<file path="src/rtl/clk_div_pkg.sv">
// clk_div_pkg: shared defaults and high-time clamp for the multi-channel clock divider
package clk_div_pkg;
  localparam int CLK_DIV_WIDTH = 28;
  localparam logic [CLK_DIV_WIDTH-1:0] CLK_DIV_DEF_DIV = 28'd170358;
  localparam logic [CLK_DIV_WIDTH-1:0] CLK_DIV_DEF_HIGH = CLK_DIV_DEF_DIV / 2;
  function automatic logic [31:0] clamp_high(input logic [31:0] div, input logic [31:0] high);
    return high == 32'd0 ? 32'd1 : (high >= div ? div - 32'd1 : high);
  endfunction
endpackage

</file>
<file path="src/rtl/clk_div_chan.sv">
// clk_div_chan: one divider channel with shadowed config applied only at period boundaries
module clk_div_chan #(
  parameter int WIDTH = 28,
  parameter logic [WIDTH-1:0] DEF_DIV = WIDTH'(10),
  parameter logic [WIDTH-1:0] DEF_HIGH = DEF_DIV / 2
)(
  input  logic             clock_in,
  input  logic             reset,
  input  logic             enable,
  input  logic             load,
  input  logic [WIDTH-1:0] ld_div,
  input  logic [WIDTH-1:0] ld_high,
  output logic             clock_out,
  output logic             tick
);
  logic [WIDTH-1:0] cnt, div_a, high_a, div_s, high_s;
  logic pending, wrap, apply;
  assign wrap = enable && cnt == div_a - WIDTH'(1);
  assign apply = pending && (!enable || wrap);
  // counter, shadow/active transfer on wrap (or immediately while stopped), registered outputs
  always_ff @(posedge clock_in or posedge reset) begin
    if (reset) begin
      cnt <= '0;
      div_a <= DEF_DIV;
      high_a <= DEF_HIGH;
      div_s <= DEF_DIV;
      high_s <= DEF_HIGH;
      pending <= 1'b0;
      clock_out <= 1'b0;
      tick <= 1'b0;
    end else begin
      cnt <= (enable && !wrap) ? cnt + WIDTH'(1) : '0;
      if (apply) begin
        div_a <= div_s;
        high_a <= high_s;
      end
      if (load) begin
        div_s <= ld_div;
        high_s <= ld_high;
      end
      pending <= load || (pending && !apply);
      clock_out <= enable && cnt < high_a;
      tick <= enable && cnt == '0;
    end
  end
endmodule

</file>
<file path="src/rtl/clk_div_multi.sv">
// clk_div_multi: NCH independent glitch-free clock dividers sharing one config write port
module clk_div_multi
  import clk_div_pkg::*;
#(
  parameter int NCH = 4,
  parameter int WIDTH = CLK_DIV_WIDTH,
  parameter logic [WIDTH-1:0] DEF_DIV = WIDTH'(CLK_DIV_DEF_DIV),
  parameter logic [WIDTH-1:0] DEF_HIGH = DEF_DIV / 2,
  localparam int CHW = NCH > 1 ? $clog2(NCH) : 1
)(
  input  logic             clock_in,
  input  logic             reset,
  input  logic [NCH-1:0]   enable,
  input  logic             wr_en,
  input  logic [CHW-1:0]   wr_ch,
  input  logic [WIDTH-1:0] wr_div,
  input  logic [WIDTH-1:0] wr_high,
  output logic             wr_err,
  output logic [NCH-1:0]   clock_out,
  output logic [NCH-1:0]   tick
);
  logic wr_ok;
  logic [WIDTH-1:0] high_c;
  assign wr_ok = wr_div >= WIDTH'(2) && 32'(wr_ch) < NCH;
  assign high_c = WIDTH'(clamp_high(32'(wr_div), 32'(wr_high)));
  // rejected writes (divisor below 2 or nonexistent channel) flag a one-cycle error
  always_ff @(posedge clock_in or posedge reset) begin
    if (reset) wr_err <= 1'b0;
    else wr_err <= wr_en && !wr_ok;
  end
  for (genvar i = 0; i < NCH; i++) begin : g_ch
    clk_div_chan #(.WIDTH(WIDTH), .DEF_DIV(DEF_DIV), .DEF_HIGH(DEF_HIGH)) u_chan (
      .clock_in (clock_in),
      .reset    (reset),
      .enable   (enable[i]),
      .load     (wr_en && wr_ok && 32'(wr_ch) == i),
      .ld_div   (wr_div),
      .ld_high  (high_c),
      .clock_out(clock_out[i]),
      .tick     (tick[i])
    );
  end
endmodule

</file>
<file path="config.mk">
export PLATFORM = sky130hd
export DESIGN_NAME = clk_div_multi
export DESIGN_NICKNAME = d
export VERILOG_FILES = /design/src/rtl/clk_div_pkg.sv /design/src/rtl/clk_div_chan.sv /design/src/rtl/clk_div_multi.sv
export SDC_FILE = /design/constraint.sdc
export NUM_CORES = 2
export LEC_CHECK = 0
export BUFFER_PORTS_ARGS = -buffer_cell sky130_fd_sc_hd__buf_4
export CAP_MARGIN = 20
export CORE_ASPECT_RATIO = 0.75
export CORE_MARGIN = 2
export CORE_UTILIZATION = 29
export DETAILED_ROUTE_END_ITERATION = 8
export PLACE_DENSITY = 0.44
export RECOVER_POWER = 25
export SYNTH_ARGS = -nofsm -noshare
export SYNTH_HDL_FRONTEND = slang
export SYNTH_SLANG_ARGS = --single-unit
</file>
<file path="constraint.sdc">
create_clock -name clock_in -period 58.4 [get_ports clock_in]
set_input_delay 11.68 -clock clock_in [delete_from_list [all_inputs] [get_ports clock_in]]
set_output_delay 11.68 -clock clock_in [all_outputs]
set_load 0.005 [all_outputs]
</file>
==> out/metrics.cfg <==
[detailed_routing]
dr_wl_met3_um=8560
met2RoutedLength_um=47000
drt-wirelength-per-cell_um=22.9
detail_route.wirelength.met1_um=60800
vias_post_dr=27800
postRouteAntennaNets=0
drt_iter0_markers=2559
drc_violation_count_after_routing=0
drt-pass1-iter-count=6
vias_per_cell=5.31
topRoutingLayerUsed=met5
postRouteWirelength_um=120000

[power]
share_seq_of_total_power=0.455
power.share.combinational=0.193
irDropWorstVdd_mv=0.0220
intPower_w=0.000817
total_power_w=0.00121
netSwitchingPower_w=0.000392
share_clk_of_total_power=0.352
fraction_of_power_spent_switching_nets=0.324
static-leakage-power_nw=16.7
power-per-cell-area_nw_per_um2=31.7

[clock_network]
numClockSinks=573
insertion_delay_of_the_later_clocked_pin_in_the_worst_skew_pair_ns=0.65
post_cts_buffers=0
cts-buffers-inserted=66
cts.repair.resized=0
htreeDepth=3
tritoncts_clock_tree=yes
clk_path_buf_depth=3
cts.reportedPaths.clkPinSlew_ns=0.06
cts_root_buffer=sky130_fd_sc_hd__clkbuf_16
holdBufCountCts=0

[setup_path]
rr_worst_depth=10
timing.critical_path.fanout_max=156
critical_path_arrival_ns=20.86
timing_worst_setup_path_type=primary input to asynchronous set/reset pin
cp_data_required_time_ns=55.74
worst_r2r_endpoint=g_ch[0].u_chan.pending
reg2reg_setup_slack_ns=53.12
cp-end-kind=asynchronous set/reset pin
r2r-start=g_ch[0].u_chan.div_a[3]
cp-start-kind=primary input

[sta]
max_freq_mhz=42.5
timing_worst_slew_pin_value_ns=8.52
finalSetupViolations=0
timing.clock.skew_ns=0.0308
grt_setup_unrepaired=false
max-slew-margin-rel=-4.68
finalWorstPathRequiredPeriod_ns=23.52
timing.setup.tns_ns=0
finalMaxSlewViolations=484
timing.final.hold_violations=0
final.period_utilization=0.403
timing.hold.ws_ns=0.479

[global_routing]
initial_antenna_violation_count=11
first_global_vias=26300
grt_max_degree=157
grt_pass1_wl_um=180000
grt_overflow=0
globalRouteTotalUtil=0.196

[finish]
final_common_cell=sky130_fd_sc_hd__nand2_1
drive_above_1_share=0.144
syn_to_final_growth_pct=11.1
final_cell_mix=sky130_fd_sc_hd__nand2_1 (423), sky130_fd_sc_hd__dfrtp_1 (412), sky130_fd_sc_hd__o21ai_0 (300), sky130_fd_sc_hd__nor2_1 (209), sky130_fd_sc_hd__inv_1 (197)
design.final.nets=3833

[worst_hold_path]
hold_path_depth=2
hold_path.class=flop to flop
hold_end=g_ch[1].u_chan.div_s[15]
min_from=g_ch[1].u_chan.div_s[15]

[placed_design]
dpl.hpwl_um=83600
io_buffer_count=73
gp_congestion=0.829

[die]
floorplan_core_area_um2=118000
initial_core_util=0.291
io_pins=74
floorplan.die_area_um2=121000
die_height_um=302
die-width_um=401
num_rows=109

[logic_synthesis]
syn_avg_cell_area_um2=9.26
synthesis.instances=3702
synth.yosys.seq_area_share=0.424
asyncSetResetFlopFracSynth=1.00
synth_ff_type=sky130_fd_sc_hd__dfrtp_1
synth-edff-count=0
mappedNetlistArea_um2=34300
synth.distinct_cells=79
ys_seq_elements=573
number_of_warnings_reported_in_the_yosys_synthesis_log=0
synth_net_count=3917

[status]
status=complete, but fails checks
violated_checks=max-capacitance violations, max-slew violations

[run]
max-cap-violations=6

==> critical path, stage by stage <==
cell and delay (ns):
sky130_fd_sc_hd__clkbuf_4 0.11, sky130_fd_sc_hd__clkinvlp_2 2.71, sky130_fd_sc_hd__clkbuf_1 6.14
==> cell families after synthesis <==
family	after synthesis	share of synthesized area
AOI/OAI and AO/OA	689	0.134
xor gates and xnor gates	259	0.0662
adders and majority gates	150	0.0548
buffers and inverters	469	0.0550
DFF	573	0.424
muxes	169	0.0587
and+or+nand+nor	1393	0.207
==> power by group through the flow <==
stage / Combinational [W] / Sequential [W] / Clock (W)
finish: 0.000233 / 0.000550 / 0.000426
global route: 0.000262 / 0.000558 / 0.000454
CTS: 0.000235 / 0.000549 / 0.000437
detailed placement: 0.000234 / 0.000555 / 0
global placement: 0.000234 / 0.000555 / 0
floorplan: 0.000184 / 0.000512 / 0
==> layer usage <==
layer  up-vias  GRT usage
met5         -          0
met4         4     0.0544
met3       151     0.0501
met2       799      0.267
met1     13700      0.301
li1      13100          -
==> Yosys cell counts, drive strengths merged (7+ instances only) <==
master	instances	area [um^2]
a211oi	16	120
a21o	48	360
a21oi	48	240
a222oi	57	571
a31oi	64	400
and2	32	200
and3	89	557
buf	47	299
clkbuf	223	837
dfrtp	413	10300
dfstp	160	4200
ha	150	1880
inv	198	743
mux2	135	1670
mux2i	34	340
nand2	423	1590
nand2b	26	163
nand3	179	896
nand3b	59	443
nand4	117	732
nor2	210	788
nor2b	18	113
nor3	52	260
nor4	80	526
nor4b	8	70.1
o2111ai	10	87.6
o211ai	11	82.6
o21ai	304	1520
o311ai	57	574
o31ai	7	52.6
or2	8	50.1
or3	34	213
or4	26	195
xnor2	153	1340
xor2	106	928
==> layout make-up <==
cell class / instances / area (um^2)
antenna: 5 / 12.5
fill: 12300 / 79500
clock buffer: 99 / 1890
inverter: 199 / 748
tap: 1554 / 1940
timing repair buffer: 118 / 872
multi-input combinational: 2660 / 17800
sequential: 573 / 14500
clock inverter: 20 / 240
==> worst max path at each step <==
stage / cells past startpoint / slack (ns) / from / endpoint
2_1_floorplan: 1 / 30.96 / reset / g_ch[0].u_chan.clock_out
3_3_place_gp: 10 / 42.18 / wr_div[12] / g_ch[2].u_chan.div_s[1]
3_5_place_dp: 10 / 42.40 / wr_div[12] / g_ch[2].u_chan.div_s[1]
4_1_cts: 10 / 43.08 / wr_div[8] / g_ch[2].u_chan.div_s[1]
5_1_grt: 3 / 32.25 / reset / g_ch[2].u_chan.pending
6_report: 3 / 34.88 / reset / g_ch[2].u_chan.pending
==> sequential cells by signal, summed over array words and instances (netlist names) <==
register	cells
g_ch.u_chan.clock_out	4
g_ch.u_chan.cnt	112
g_ch.u_chan.div_a	112
g_ch.u_chan.div_s	112
g_ch.u_chan.high_a	112
g_ch.u_chan.high_s	112
g_ch.u_chan.pending	4
g_ch.u_chan.tick	4
wr_err	1
==> through the flow <==
step                instance area, um^2  utilization  setup slack [ns]  instances
finish                            38100        0.324             34.88       5228
global route                      38100        0.324             32.25       5223
CTS                               38200        0.325             43.08       5222
detailed placement                36100        0.307             42.40       5103
global placement                  36100        0.307             42.18       5103
floorplan                         34300            -             30.96       3702
Note: power is estimated with default switching activity, not from simulation.
